`src/rtl/yarp_pkg.sv`:
```
// yarp_pkg: shared ALU op_sel encoding, RV32I opcodes and the decoded-entry struct (illegal bit under YARP_DECODE_ILLEGAL_EN)
package yarp_pkg;

    localparam logic [3:0] OP_ADD  = 4'd0;
    localparam logic [3:0] OP_SUB  = 4'd1;
    localparam logic [3:0] OP_SLL  = 4'd2;
    localparam logic [3:0] OP_SRL  = 4'd3;
    localparam logic [3:0] OP_SRA  = 4'd4;
    localparam logic [3:0] OP_OR   = 4'd5;
    localparam logic [3:0] OP_AND  = 4'd6;
    localparam logic [3:0] OP_XOR  = 4'd7;
    localparam logic [3:0] OP_SLTU = 4'd8;
    localparam logic [3:0] OP_SLT  = 4'd9;

    localparam logic [6:0] OP_RTYPE = 7'b0110011;
    localparam logic [6:0] OP_ITYPE = 7'b0010011;
    localparam logic [6:0] OP_LUI   = 7'b0110111;
    localparam logic [6:0] OP_AUIPC = 7'b0010111;

    typedef struct packed {
        logic [31:0] opr_a;
        logic [31:0] opr_b;
        logic [3:0]  op_sel;
        logic [4:0]  rd;
`ifdef YARP_DECODE_ILLEGAL_EN
        logic        illegal;
`endif
    } entry_t;

    // alt selects SUB for funct3 000 and SRA for funct3 101
    function automatic logic [3:0] alu_op(input logic [2:0] f3, input logic alt);
        case (f3)
            3'b000:  alu_op = alt ? OP_SUB : OP_ADD;
            3'b001:  alu_op = OP_SLL;
            3'b010:  alu_op = OP_SLT;
            3'b011:  alu_op = OP_SLTU;
            3'b100:  alu_op = OP_XOR;
            3'b101:  alu_op = alt ? OP_SRA : OP_SRL;
            3'b110:  alu_op = OP_OR;
            default: alu_op = OP_AND;
        endcase
    endfunction

endpackage

```
`src/rtl/yarp_decode_fifo.sv`:
```
// yarp_decode_fifo: circular BUF_DEPTH-entry FIFO of decoded entries, outputs driven straight from head storage
module yarp_decode_fifo
    import yarp_pkg::*;
#(
    parameter int BUF_DEPTH = 2
) (
    input  logic   clk,
    input  logic   reset_n,
    input  logic   in_valid_i,
    output logic   in_ready_o,
    input  entry_t din_i,
    output logic   out_valid_o,
    input  logic   out_ready_i,
    output entry_t dout_o
);

    localparam int AW = $clog2(BUF_DEPTH);
    localparam int CW = AW + 1;

    logic [AW-1:0] wr_ptr_q, wr_ptr_d, rd_ptr_q, rd_ptr_d;
    logic [CW-1:0] count_q, count_d;
    entry_t        mem_q [BUF_DEPTH];
    entry_t        mem_d [BUF_DEPTH];
    logic          push, pop;

    assign in_ready_o  = count_q != CW'(BUF_DEPTH);
    assign out_valid_o = count_q != '0;
    assign push        = in_valid_i && in_ready_o;
    assign pop         = out_valid_o && out_ready_i;
    assign dout_o      = mem_q[rd_ptr_q];

    // next pointers, occupancy and storage write; pointers wrap at the power-of-two depth
    always_comb begin
        mem_d    = mem_q;
        wr_ptr_d = wr_ptr_q + AW'(push);
        rd_ptr_d = rd_ptr_q + AW'(pop);
        count_d  = count_q + CW'(push) - CW'(pop);
        if (push) mem_d[wr_ptr_q] = din_i;
    end

    // state registers; reset clears storage so the head reads as an all-zero ADD entry
    always_ff @(posedge clk or negedge reset_n) begin
        if (!reset_n) begin
            wr_ptr_q <= '0;
            rd_ptr_q <= '0;
            count_q  <= '0;
            mem_q    <= '{default: '0};
        end else begin
            wr_ptr_q <= wr_ptr_d;
            rd_ptr_q <= rd_ptr_d;
            count_q  <= count_d;
            mem_q    <= mem_d;
        end
    end

endmodule

```
`src/rtl/yarp_decode_issue.sv`:
```
// yarp_decode_issue: RV32I ALU decode into a buffered issue queue; YARP_DECODE_ILLEGAL_EN adds illegal_o
module yarp_decode_issue
    import yarp_pkg::*;
#(
    parameter int BUF_DEPTH = 2
) (
    input  logic        clk,
    input  logic        reset_n,
    input  logic        in_valid_i,
    output logic        in_ready_o,
    input  logic [31:0] instr_i,
    input  logic [31:0] pc_i,
    input  logic [31:0] rs1_data_i,
    input  logic [31:0] rs2_data_i,
    output logic        out_valid_o,
    input  logic        out_ready_i,
    output logic [31:0] opr_a_o,
    output logic [31:0] opr_b_o,
    output logic [3:0]  op_sel_o,
`ifdef YARP_DECODE_ILLEGAL_EN
    output logic        illegal_o,
`endif
    output logic [4:0]  rd_o
);

    logic [6:0] opcode, f7;
    logic [2:0] f3;
    logic       is_r, is_i, is_lui, is_auipc, is_shift, alt, f7_ok, legal;
    entry_t     din, dout;

    assign opcode   = instr_i[6:0];
    assign f3       = instr_i[14:12];
    assign f7       = instr_i[31:25];
    assign is_r     = opcode == OP_RTYPE;
    assign is_i     = opcode == OP_ITYPE;
    assign is_lui   = opcode == OP_LUI;
    assign is_auipc = opcode == OP_AUIPC;
    assign is_shift = f3 == 3'b001 || f3 == 3'b101;
    assign alt      = f7 == 7'b0100000;
    assign f7_ok    = f7 == 7'b0000000 || (alt && (f3 == 3'b000 || f3 == 3'b101));
    assign legal    = (is_r && f7_ok) || (is_i && (!is_shift || f7_ok)) || is_lui || is_auipc;

    // decode into an entry; anything illegal becomes a zero-operand ADD to rd 0
    always_comb begin
        din        = '0;
        din.op_sel = OP_ADD;
        if (legal) begin
            din.opr_a  = is_lui ? 32'd0 : is_auipc ? pc_i : rs1_data_i;
            din.opr_b  = is_r ? rs2_data_i
                       : is_i ? (is_shift ? {27'd0, instr_i[24:20]} : {{20{instr_i[31]}}, instr_i[31:20]})
                       : {instr_i[31:12], 12'd0};
            din.op_sel = (is_r || is_i) ? alu_op(f3, is_r ? alt : (is_shift && instr_i[30])) : OP_ADD;
            din.rd     = instr_i[11:7];
        end
`ifdef YARP_DECODE_ILLEGAL_EN
        din.illegal = !legal;
`endif
    end

    yarp_decode_fifo #(.BUF_DEPTH(BUF_DEPTH)) u_fifo (
        .clk         (clk),
        .reset_n     (reset_n),
        .in_valid_i  (in_valid_i),
        .in_ready_o  (in_ready_o),
        .din_i       (din),
        .out_valid_o (out_valid_o),
        .out_ready_i (out_ready_i),
        .dout_o      (dout)
    );

    assign opr_a_o  = dout.opr_a;
    assign opr_b_o  = dout.opr_b;
    assign op_sel_o = dout.op_sel;
    assign rd_o     = dout.rd;
`ifdef YARP_DECODE_ILLEGAL_EN
    assign illegal_o = dout.illegal;
`endif

endmodule

```
`config.mk`:
```
export PLATFORM = sky130hd
export DESIGN_NAME = yarp_decode_issue
export DESIGN_NICKNAME = d
export VERILOG_FILES = /design/src/rtl/yarp_pkg.sv /design/src/rtl/yarp_decode_fifo.sv /design/src/rtl/yarp_decode_issue.sv
export SDC_FILE = /design/constraint.sdc
export NUM_CORES = 1
export LEC_CHECK = 0
export ABC_AREA = 1
export CAP_MARGIN = 5
export CORE_UTILIZATION = 40
export DETAILED_ROUTE_END_ITERATION = 8
export GPL_TIMING_DRIVEN = 0
export PLACE_DENSITY = 0.68
export SKIP_CTS_REPAIR_TIMING = 1
export SLEW_MARGIN = 20
export SYNTH_ARGS = -nofsm -noshare
export SYNTH_HDL_FRONTEND = slang
export SYNTH_SLANG_ARGS = --single-unit
```
`constraint.sdc`:
```
create_clock -name clk -period 5.1 [get_ports clk]
set_input_delay 1.02 -clock clk [delete_from_list [all_inputs] [get_ports clk]]
set_output_delay 1.02 -clock clk [all_outputs]
set_load 0.01 [all_outputs]
```
* After elaboration in Yosys (flattened, before gate mapping) *
Cells that the tools add are included.

word-level totals
  input port bits = 132
  output and inout port bits = 75
  register bits after elaboration = 150
  word-level logic and storage cells = 68

operators by class
  magnitude comparators = 3
  bitwise logic cells = 2
  equality and inequality tests = 12
  muxes and demuxes = 17
  $add $sub $neg = 4
  reduce and logical (&&, ||, !) cells = 19

operators by type and width
  kind                                                         count
  2-to-1 mux 73 bit                                            5
  2-to-1 mux 32 bit                                            5
  bitwise mux 146 bit                                          1
  demux 73 bit (select 1 bit)                                  1
  case mux 4 bit (7 select lines)                              1
  == test 7 x 6 -> 1 bit (second input constant)               3
  == test 7 x 5 -> 1 bit (second input constant)               2
  == test 3 bit (second input constant)                        3
  logical OR 1 bit                                             8
  logical AND 1 bit                                            7
  logical NOT 7 bit                                            1
  == test 3 x 2 -> 1 bit (second input constant)               2
  >= comparator 2 bit (second input constant)                  2
  2-to-1 mux 4 bit                                             1
  inverter 1 -> 2 bit                                          2
  == test 3 x 1 -> 1 bit (second input constant)               1
  logical NOT 3 bit                                            1
  2-to-1 mux 3 bit                                             1
  adder 1 bit                                                  2
  adder 2 x 1 -> 2 bit                                         1
  less-than comparator 2 x 1 -> 1 bit (second input constant)  1
  2-to-1 mux 1 bit                                             2
  != test 2 bit (second input constant)                        1
  nonzero test 2 bit                                           1
  2 further kinds                                              2

* Depth between registers and ports, before layout *
Gate-level depths: netlist of run 1.

  depth in word-level cells = 11
  gate-level depth with buffers = 13
  depth with buffers taken out = 12

* Cells and area by module *
From an unflattened synthesis of run 1, not the netlist that was laid out.

second synthesis, totals
  cell total of the unflattened synthesis = 1,147
  area, all modules = 8,061.5 sq um

modules (own cells, without submodules)
  module             cells an instance  times used  seq. area each (sq um)  area an instance (sq um)
  yarp_decode_fifo   809                1           3,753.6                 6,618.8
  yarp_decode_issue  338                1           0.0                     1,442.6

* Least setup slack after synthesis of run 1 *
No wires, ideal clock.

  path kind = in2reg
  start point = input in_valid_i
  end point = register u_fifo.mem_q[78] (netlist name)
  data required time = 4.967 ns
  stages on the path = 6
  arrival = 2.372 ns
  path buffers = 3
  setup time = 0.133 ns
  slack = 2.596 ns
  cell sequence = a21boi_0 > ha_1 > clkbuf_1 > buf_1 > buf_1 > a21oi_1

on the way
  longest elaborated chain between the ends = 1

RTL lines
  element               line                    RTL
  from (decl)           yarp_decode_issue.sv:9  input logic in_valid_i,
  logical AND 1 bit     yarp_decode_fifo.sv:28  assign push = in_valid_i && in_ready_o;
  to (signal assigned)  yarp_decode_fifo.sv:52  mem_q <= mem_d;
  to (decl)             yarp_decode_fifo.sv:22  entry_t mem_q [BUF_DEPTH];

Every way passes these cells.
A chain may end at the register's enable or synchronous reset.

* Final worst setup path of run 1 *
  start point = register u_fifo.rd_ptr_q
  end point = output opr_b_o[1]

on the way
  longest elaborated chain between the ends = 4

RTL lines
  element                                               line                     RTL
  from (decl)                                           yarp_decode_fifo.sv:20   logic [AW-1:0] wr_ptr_q, wr_ptr_d, rd_ptr_q, rd_ptr_d;
  from (signal assigned)                                yarp_decode_fifo.sv:50   rd_ptr_q <= rd_ptr_d;
  inverter 1 -> 2 bit (not written as such)             yarp_decode_fifo.sv:30   assign dout_o = mem_q[rd_ptr_q];
  2-to-1 mux 73 bit (not written as such) (3 in a row)  yarp_decode_fifo.sv:30
  to (decl)                                             yarp_decode_issue.sv:18  output logic [31:0] opr_b_o,

Every way passes these cells. The select of a mux whose other input is x is not followed.

==> results of run 1 <==
==> path summary, 6_finish.rpt <==
| path | endpoint | slack [ps] |
|---|---|---|
| worst max-delay path | opr_b_o[1] | 1230 |
| max in group asynchronous | u_fifo.mem_q[80] | 3760 |
| worst min-delay path | u_fifo.mem_q[129] | 480 |
| min in group clk | u_fifo.mem_q[57] | 480 |
| worst min register to register | u_fifo.mem_q[57] | 480 |
| worst max register to register | u_fifo.mem_q[143] | 2200 |
==> logic make-up (layout without fill, tap and decap cells) <==
family,count (synthesis),count (layout),synth area share
and+or+nand+nor,729,729,0.369
DFF,150,150,0.469
AOI/OAI and AO/OA,132,132,0.0855
buffers and inverters,131,370,0.0669
adders and majority gates,4,4,0.00626
xor gates and xnor gates,3,3,0.00328
==> final cells by class <==
class / count / area (um2)
Buffer: 78 / 337
Clock buffer: 20 / 457
Clock inverter: 12 / 128
Fill cell: 1882 / 8520
Inverter: 53 / 199
Multi-Input combinational cell: 868 / 3710
Sequential cell: 150 / 3750
Tap cell: 265 / 332
Timing Repair Buffer: 207 / 2090
==> cells in the mapped netlist (all sizes together) <==
library cell / instances / area share
nand2: 566 / 0.27
dfrtp: 150 / 0.47
nand3: 138 / 0.086
o21ai: 80 / 0.050
clkbuf: 55 / 0.026
inv: 51 / 0.024
a21oi: 47 / 0.031
buf: 23 / 0.016
nor2: 20 / 0.012
ha: 4 / 0.0063
o211ai: 4 / 0.0038
clkinv: 2 / 0.00094
nand4: 2 / 0.0023
xnor2: 2 / 0.0022
a21boi: 1 / 0.00094
nor3: 1 / 0.00062
nor4: 1 / 0.0016
or2: 1 / 0.00078
xor2: 1 / 0.0011
==> sequential cells by signal, indices dropped and copies added, names as in the netlist <==
name	flops
u_fifo.mem_q	146
u_fifo.count_q	2
u_fifo.wr_ptr_q	1
u_fifo.rd_ptr_q	1
==> power by group <==
| part | leakage (nW) | switching [mW] | internal (mW) |
|---|---|---|---|
| clock network | 0.278 | 0.516 | 0.744 |
| logic | 3.03 | 0.800 | 0.315 |
| registers | 2.08 | 0.0336 | 1.26 |
| total | 5.39 | 1.35 | 2.32 |
==> layer usage <==
metal	vias up	global-route usage
met5	-	0
met4	0	0.123
met3	58	0.0437
met2	341	0.439
met1	3986	0.391
li1	4090	-
==> critical path, stage by stage, from the launching register on <==
cell and delay (ps):
sky130_fd_sc_hd__dfrtp_1 330, sky130_fd_sc_hd__clkbuf_1 250, sky130_fd_sc_hd__clkbuf_1 390, sky130_fd_sc_hd__clkbuf_1 650, sky130_fd_sc_hd__nand2_1 100, sky130_fd_sc_hd__nand2_1 130, sky130_fd_sc_hd__clkdlybuf4s50_1 560
==> per-stage QoR <==
| step | setup TNS (ps) | utilization | hold slack (ps) | power [mW] |
|---|---|---|---|---|
| 6_report | 0 | 0.564 | 478 | 3.67 |
| 5_1_grt | 0 | 0.564 | 494 | 3.82 |
| 4_1_cts | 0 | 0.564 | 482 | 3.66 |
| 3_5_place_dp | 0 | 0.534 | 465 | 2.42 |
| 3_3_place_gp | -476310 | 0.532 | 462 | 2.40 |
| 2_1_floorplan | 0 | - | 449 | 1.85 |
==> results.txt, run 1 <==
The maximum VDD drop came out at 302 uV. The placed instances occupy a cell area of 10,400 um2. The critical-path maximum fanout is 10. The DRC violation count after routing is 0. The number of instances in the synthesized netlist came out at 1,149.

The initial core utilization came out at 0.410. The placement row count is 51. In this run the worst hold path is classified as primary input to asynchronous set/reset pin.

TritonCTS built the clock tree. The chip width is 143 um. The TritonCTS buffer count came out at 17. The static power due to leakage is 5.39 nW. The cell count after placement is 1,621. The worst-case setup margin in the final layout is 1230 ps. The top cell types in the final layout, fill and taps aside, are sky130_fd_sc_hd__nand2_1, sky130_fd_sc_hd__clkdlybuf4s50_1, sky130_fd_sc_hd__dfrtp_1, sky130_fd_sc_hd__nand3_1, sky130_fd_sc_hd__o21ai_0.

The count of cells along the worst register-to-register path is 7. Based on the critical path, the design can be clocked at up to 0.258 GHz. The worst endpoint required time came out at 4080 ps.

The region available for standard cell placement spans 19,500 um2. Synthesis inferred 150 register bits. Setup repair after global routing left no endpoint under its margin. In this run the worst setup path begins at u_fifo.rd_ptr_q. The critical path is of the flop to output pin type. At the pin with the least slew margin, the transition time is 882 ps. The worst setup path is captured at an output pin.

Using the TritonRoute via totals, the vias-per-cell ratio works out to 5.13. The count of placed standard cells in the final layout, fillers left out is 1,653. Counting every net in the synthesized netlist gives 1,285. The vertical die dimension is 143 um. Synthesis instantiated 27 different standard cells from the library. The number of H-tree branching levels is 4. The first global-routing pass estimated 43.9 mm of wire.

The via count of the first global-routing pass came out at 8,029. The antenna diode instance count is 0. The hold violation count in the final report was 0. After detailed routing, the average wire length per cell comes to 16.9 um. The buffer type at the clock tree root is sky130_fd_sc_hd__clkbuf_16.

The CTS clock-pin slew for the worst setup and hold paths is 70 ps. For the final database, setup skew stands at 8.39 ps. Leaving out fill and tap cells, the most frequent cell in the layout is sky130_fd_sc_hd__nand2_1. The worst path in the final design needs a cycle of 3870 ps, including I/O delays and setup.

Setup violations remaining at the end of the flow were counted as 0. The initial antenna violation count is 0. The clock passes through at most 2 buffers. The remaining max-slew budget at the tightest pin came out at 0.407. The number of port buffers is 206. Detailed routing placed a total of 1.62 mm of wire on met3. In this run the power density over the cells is 333 nW/um2.

The total routed wire length on the met1 layer came out at 12.8 mm. The max-slew violation total from the final report is 0. The residual antenna-violating net count after detailed routing is 0. The final critical-path share of the clock period is 0.760.

In this run the cell area of the synthesized design comes to 8000 um2. Once layout is done, the placed cells without fillers occupy 11,000 um2. The setup slack at placement came out at 1130 ps.

The final route contains 8,475 vias. Signal routing reaches up to met4. The flow ran to the end, and the final reports show no timing, DRC or antenna violations. The share of layout cells above drive strength 1 came out at 0.0447. The total routing usage reported by global routing came out at 0.283. Of the synthesized area, sequential elements account for 0.469. The pin count of the biggest net entering global routing came out at 97. The post-synthesis average cell area is 6.96 um2. Counting every sink on the clock net gives 150. For this block, the initial DRC count from the detailed router was 675. The synthesis-to-finish area growth came out at 37.6%.

For this run, the number of Yosys warnings is 0. The total detailed-routing wirelength came out at 28.0 mm. The met2 wirelength from detailed routing came out at 12.8 mm. The number of top-level pins is 207. The routability congestion estimate from global placement came out at 0.888.

The detailed placement HPWL came out at 20.5 mm. The count of TritonRoute iterations in the first routing pass came out at 5. The net count reported at finish is 1,511. The latest clock arrival within the worst-skew pair came out at 440 ps. The residual overflow from global routing came out at 0. Data arrives at the worst endpoint at 2850 ps. The die covers 20,600 um2.

The worst register-to-register path begins at u_fifo.count_q[1]. The critical path launch point type is a flop. Max-cap violations in this run came to 0.
Note: power is estimated with default switching activity, not from simulation.
==> run 2: changes to the inputs <==
Settings changed: PLACE_DENSITY 0.68 to 0.7.
Clock period 5.1 ns to 3.5 ns, I/O delays scaled along.
==> run 2 against run 1 <==
Compared with the run above:
- global-route usage about the same
- clock power grew 54%
- clock-buffer cell count down 1
- first-iteration DRC count is 13% higher
- non-clock buffer count stayed put
- final cell count barely moved
- critical path type unchanged
- critical endpoint is now opr_b_o[0]
- largest cell class unchanged
==> results.txt, run 2 (synthesized netlist as in run 1, its figures left out) <==
The count of TritonRoute iterations in the first routing pass is 6 (was 5). The count of placed standard cells in the final layout, fillers left out is 1,654 (was 1,653). The most common cell after layout, fill and taps aside is sky130_fd_sc_hd__nand2_1 (unchanged). The origin of the critical flop-to-flop path is u_fifo.count_q[1] (unchanged). The vertical die dimension is 143 um (unchanged).

The average detailed-routed wire length per instance came out at 17.0 um (was 16.9 um). The fraction of power consumed by the clock network came out at 0.356 (was 0.344). The hold violation count in the final report came out at 0 (unchanged). Setup repair after global routing missed its margin: no (unchanged). The transition time at the pin with the least slew margin was 959 ps (was 882 ps). The switching power summed over all nets was 1.99 mW (was 1.35 mW).

The core region area came out at 19,500 um2 (unchanged). The vias per cell is 5.17 (was 5.13). The cell count after placement came out at 1,621 (unchanged).

The critical-path maximum fanout is 10 (unchanged). The placement row count came out at 51 (unchanged). The worst-case setup margin in the final layout is 278 ps (was 1230 ps). The TritonCTS clock tree is done (unchanged). The chip width is 143 um (unchanged). The residual antenna-violating net count after detailed routing is 0 (unchanged). The total detailed-routing wirelength is 28.1 mm (was 28.0 mm). The TritonCTS buffer count was 17 (unchanged). The total routing usage reported by global routing is 0.283 (about the same). The largest register by flop count is u_fifo.mem_q (unchanged).

The CTS clock-pin slew for the worst setup and hold paths is 60 ps (was 70 ps). The routability congestion estimate from global placement is 0.956 (was 0.888). Highest-count cells in the layout ignoring fill and taps: sky130_fd_sc_hd__nand2_1, sky130_fd_sc_hd__clkdlybuf4s50_1, sky130_fd_sc_hd__dfrtp_1, sky130_fd_sc_hd__nand3_1, sky130_fd_sc_hd__o21ai_0 (unchanged). The pin count of the biggest net entering global routing was 99 (was 97).

The DRC violation count after routing came to 0 (unchanged). The residual overflow from global routing is 0 (unchanged). The initial antenna violation count came to 0 (unchanged). The buffer type at the clock tree root is sky130_fd_sc_hd__clkbuf_16 (unchanged). The final worst hold slack came out at 169 ps (was 478 ps). The latest clock arrival within the worst-skew pair is 440 ps (about the same). The combinational power share came to 0.299 (was 0.304).

The final critical-path share of the clock period is 0.921. The final setup violation count is 0 (unchanged). The detailed placement HPWL came out at 20.3 mm (was 20.5 mm). The fill cell instance count of the final layout is 1,880 (was 1,882).

The power density over the cells came to 493 nW/um2 (was 333 nW/um2). The initial DRC count is 766 (was 675). The post-route core utilization is 0.566 (was 0.564).

The final clock skew came out at 7.20 ps (was 8.39 ps). The final critical-path required period is 3220 ps. The initial core utilization came out at 0.410 (unchanged). The endpoint kind of the worst setup timing path was an output pin (unchanged). Status: completed (unchanged). The area taken by flip-flops and latches came out at 3750 um2 (unchanged). The area occupied by multi-input gates was 3710 um2 (unchanged).

The die footprint came out at 20,600 um2 (unchanged). The number of top-level pins came to 207 (unchanged). The static power due to leakage is 5.42 nW (was 5.39 nW). The setup slack at placement came to -56.7 ps (was 1130 ps). The achievable clock frequency is 0.310 GHz.

The switching fraction of total power came to 0.365 (was 0.368). The total power consumption of the routed design was 5.45 mW (was 3.67 mW). The synthesis-to-finish area growth is 38.2% (was 37.6%). The maximum clock path buffer count came out at 2 (unchanged). The type of the setup path with the least slack is flop to output pin (unchanged). The number of H-tree branching levels is 4 (unchanged).

The wire length of the first global-routing pass came out at 43.7 mm (was 43.9 mm). The max-slew violation total from the final report is 0 (unchanged). The maximum VDD drop came out at 406 uV (was 302 uV). The remaining max-slew budget at the tightest pin was 0.356 (was 0.407). The worst endpoint required time is 2800 ps (was 4080 ps). The max-cap violation count is 0 (unchanged). The number of port buffers is 206 (unchanged). The number of flip-flops in the largest register was 146 (unchanged). The via count of the first global-routing pass came to 7,944 (was 8,029). The worst min-delay path class is primary input to asynchronous set/reset pin (unchanged). The internal power summed over all cells came to 3.46 mW (was 2.32 mW).

The share of layout cells above drive strength 1 is 0.0483 (was 0.0447). The detailed-route via count is 8,555 (was 8,475). The data arrival at the endpoint of the critical path came out at 2520 ps (was 2850 ps). The clock sink total is 150 (unchanged).

The share of total power in sequential cells came out at 0.345 (was 0.352). Registers with the most flip-flops: u_fifo.mem_q x146, u_fifo.count_q x2 (unchanged). The critical path launch point type is a flop (unchanged). The net count reported at finish came out at 1,511 (unchanged).

The first element of the critical path is u_fifo.rd_ptr_q (unchanged).
run 2: final cells by class:
type                       instances  area share
clock inverter                    13      0.0156
multi-input combinational        868       0.336
inverter                          53      0.0180
timing repair buffer             207       0.189
sequential                       150       0.339
clock buffer                      19      0.0410
antenna                            1    0.000226
tap                              265      0.0300
buffer                            78      0.0309
run 2: power by group through the flow:
stage	logic (mW)	clock network, mW	registers [mW]
4_1_cts	1.61	1.95	1.88
3_3_place_gp	1.58	0	1.91
2_1_floorplan	0.793	0	1.90
5_1_grt	1.75	2.02	1.89
3_5_place_dp	1.60	0	1.91
6_report	1.63	1.94	1.88
run 2: per-stage QoR:
stage | setup TNS [ps] | area, um2
final | 0 | 11100
after floorplan | 0 | 8000
after global routing | 0 | 11100
after CTS | 0 | 11100
after detailed placement | -445 | 10400
after global placement | -665780 | 10400
run 2: layer usage:
| metal | up-vias | track usage | part of all wire |
|---|---|---|---|
| li1 | 4096 | - | - |
| met1 | 4069 | 0.391 | 0.43 |
| met2 | 341 | 0.443 | 0.47 |
| met3 | 49 | 0.0510 | 0.074 |
| met4 | 0 | 0.106 | 0.026 |
| met5 | - | 0 | 0 |
run 2: worst paths after layout:
kind	to	cells after the start	slack, ps
max reg2reg	u_fifo.mem_q[78]	6	580
min	u_fifo.mem_q[55]	1	170
min reg2reg	u_fifo.mem_q[44]	2	480
max	opr_b_o[0]	6	280
min in group clk	u_fifo.mem_q[44]	2	480
max in group asynchronous	u_fifo.mem_q[15]	2	2500
run 2: critical path, cell delays in order (launching register included):
cell                              delay [ps]
sky130_fd_sc_hd__dfrtp_1                 320
sky130_fd_sc_hd__clkbuf_1                220
sky130_fd_sc_hd__clkbuf_1                390
sky130_fd_sc_hd__clkbuf_2                410
sky130_fd_sc_hd__nand2_1                  80
sky130_fd_sc_hd__nand2_1                 120
sky130_fd_sc_hd__clkdlybuf4s50_1         550
==> run 3: changes to the inputs <==
Settings changed: CORE_MARGIN set to 5, CTS_BUF_LIST set to sky130_fd_sc_hd__clkbuf_4.
==> run 3 against run 2 <==
Compared with the run above:
- worst setup slack got worse by 61 ps
- design area down 3.2%
- hold slack worse by 100 ps
- total power decreased by 16%
- final cell count stayed put
- non-clock buffer count unchanged
- combinational power about the same
- critical path type unchanged
- global-route usage down 3.9 points
==> results.txt, run 3 (synthesized netlist as in run 1, its figures left out) <==
The TritonCTS buffer count is 17 (unchanged). The synthesis-to-finish area growth is 33.8% (was 38.2%). The final clock skew came out at 15.1 ps (was 7.20 ps). The buffer type at the clock tree root was sky130_fd_sc_hd__clkbuf_4 (was sky130_fd_sc_hd__clkbuf_16). The remaining max-slew budget at the tightest pin came out at 0.434 (was 0.356). The latest clock arrival within the worst-skew pair is 570 ps (was 440 ps). The critical path launch point type is a flop (unchanged). The maximum clock path buffer count is 2 (unchanged).

The maximum VDD drop is 313 uV (was 406 uV). The initial DRC count came out at 770 (was 766). The number of flip-flops in the largest register is 146 (unchanged).

The cell count after placement came out at 1,621 (unchanged). The static power due to leakage came out at 5.26 nW (was 5.42 nW). The net count reported at finish was 1,511 (unchanged). The placement row count came to 51 (unchanged). Registers with the most flip-flops: u_fifo.mem_q x146, u_fifo.count_q x2 (unchanged).

The transition time at the pin with the least slew margin is 842 ps (was 959 ps). The wire length of the first global-routing pass came out at 43.3 mm (was 43.7 mm). The detailed placement HPWL is 21.1 mm (was 20.3 mm). The met3 track utilization from global routing was 0.0425 (was 0.0510). The post-route core utilization came out at 0.547 (was 0.566).

The hold violation count in the final report came out at 0 (unchanged). The number of top-level pins is 207 (unchanged). The total routing usage reported by global routing is 0.245 (was 0.283). The DRC violation count after routing came to 0 (unchanged). The initial antenna violation count is 1 (was 0). The total detailed-routing wirelength is 28.4 mm (was 28.1 mm).

The met2 usage is 0.387 (was 0.443). Setup repair after global routing missed its margin: no (unchanged). The share of layout cells above drive strength 1 came to 0.0483 (unchanged). The clock sink total is 150 (unchanged). The sum of negative setup slack came to 0 ps (unchanged). Status: completed (unchanged). The power density over the cells came out at 426 nW/um2 (was 493 nW/um2).

The count of placed standard cells in the final layout, fillers left out came out at 1,654 (unchanged). The vias per cell is 5.16 (was 5.17). The max-cap violation count came out at 0 (unchanged). The number of port buffers was 206 (unchanged).

The vertical die dimension was 151 um (was 143 um). The die footprint is 22,900 um2 (was 20,600 um2). The count of cells along the worst register-to-register path is 7 (was 6).

The residual antenna-violating net count after detailed routing came out at 0 (unchanged). The instance area after placement came out at 10,400 um2 (unchanged). The data arrival at the endpoint of the critical path came out at 2580 ps (was 2520 ps). The chip width was 151 um (was 143 um). The count of TritonRoute iterations in the first routing pass was 5 (was 6). The worst endpoint required time is 2800 ps (about the same). The most common cell after layout, fill and taps aside was sky130_fd_sc_hd__nand2_1 (unchanged). The total power consumption of the routed design is 4.56 mW (was 5.45 mW). The residual overflow from global routing is 0 (unchanged). The met1 capacity usage during global routing came out at 0.340 (was 0.391). The type of the setup path with the least slack is flop to output pin (unchanged). The max-slew violation total from the final report is 0 (unchanged). The final cell area excluding filler cells came out at 10,700 um2 (was 11,100 um2). The detailed-route via count is 8,528 (was 8,555).

The largest register by flop count is u_fifo.mem_q (unchanged). The CTS clock-pin slew for the worst setup and hold paths is 130 ps (was 60 ps). The number of H-tree branching levels is 4 (unchanged). The average detailed-routed wire length per instance came out at 17.2 um (was 17.0 um). The endpoint kind of the worst setup timing path is an output pin (unchanged). The via count of the first global-routing pass is 7,989 (was 7,944). The routing layer with the top usage in global route is met2 (unchanged). The worst min-delay path class is primary input to asynchronous set/reset pin (unchanged).

The final critical-path required period is 3280 ps (was 3220 ps). The final critical-path share of the clock period came out at 0.938 (was 0.921). The final setup violation count came out at 0 (unchanged). The core region area came out at 19,600 um2 (was 19,500 um2).

The routability congestion estimate from global placement is 0.901 (was 0.956). Highest-count cells in the layout ignoring fill and taps: sky130_fd_sc_hd__nand2_1, sky130_fd_sc_hd__clkdlybuf4s50_1, sky130_fd_sc_hd__dfrtp_1, sky130_fd_sc_hd__nand3_1, sky130_fd_sc_hd__o21ai_0 (unchanged). The TritonCTS clock tree is done (unchanged). The pin count of the biggest net entering global routing came to 86 (was 99).

The critical-path maximum fanout came to 10 (unchanged). The achievable clock frequency is 0.305 GHz (was 0.310 GHz). The initial core utilization is 0.408 (was 0.410).
-- run 3: worst max-delay path, cell delays in order, from the launching register on --
cell                              delay, ps
sky130_fd_sc_hd__dfrtp_1                340
sky130_fd_sc_hd__clkbuf_1               210
sky130_fd_sc_hd__clkbuf_1               530
sky130_fd_sc_hd__nand2_1                130
sky130_fd_sc_hd__o21ai_0                200
sky130_fd_sc_hd__clkdlybuf4s50_1        610
-- run 3: worst paths after layout --
path | slack, ps | startpoint | to
setup / recovery | 220 | u_fifo.rd_ptr_q | opr_b_o[31]
hold / removal | 70 | reset_n | u_fifo.mem_q[97]
setup reg to reg | 530 | u_fifo.count_q[1] | u_fifo.mem_q[143]
hold reg to reg | 490 | u_fifo.mem_q[1] | u_fifo.mem_q[1]
max in group asynchronous | 2630 | reset_n | u_fifo.mem_q[44]
min in group clk | 490 | u_fifo.mem_q[1] | u_fifo.mem_q[1]
-- run 3: stage by stage --
step / setup slack, ps / hold WS [ps]
after CTS: -116 / 64.0
after detailed placement: -157 / 465
after global routing: 41.9 / 55.3
final: 217 / 66.4
after global placement: -4470 / 462
after floorplan: 1320 / 404
-- run 3: layer usage --
| layer | routed length, um | part of all wire |
|---|---|---|
| met4 | 714 | 0.025 |
| met3 | 2060 | 0.073 |
| met1 | 12100 | 0.43 |
| met2 | 13500 | 0.48 |
| met5 | 0 | 0 |
-- run 3: where the power goes --
| part | switching (mW) | leakage, nW | internal (mW) |
|---|---|---|---|
| Clock | 0.699 | 0.135 | 0.366 |
| Combinational | 1.15 | 3.05 | 0.467 |
| Sequential | 0.0478 | 2.08 | 1.83 |
| Total | 1.90 | 5.26 | 2.66 |
-- run 3: cell type report --
| cell class | count | area, um2 |
|---|---|---|
| Fill cell | 1911 | 8880 |
| Sequential cell | 150 | 3750 |
| Clock buffer | 17 | 128 |
| Inverter | 53 | 199 |
| Tap cell | 265 | 332 |
| Buffer | 78 | 343 |
| Timing Repair Buffer | 207 | 2090 |
| Antenna cell | 1 | 2.50 |
| Clock inverter | 15 | 145 |
| Multi-Input combinational cell | 868 | 3710 |
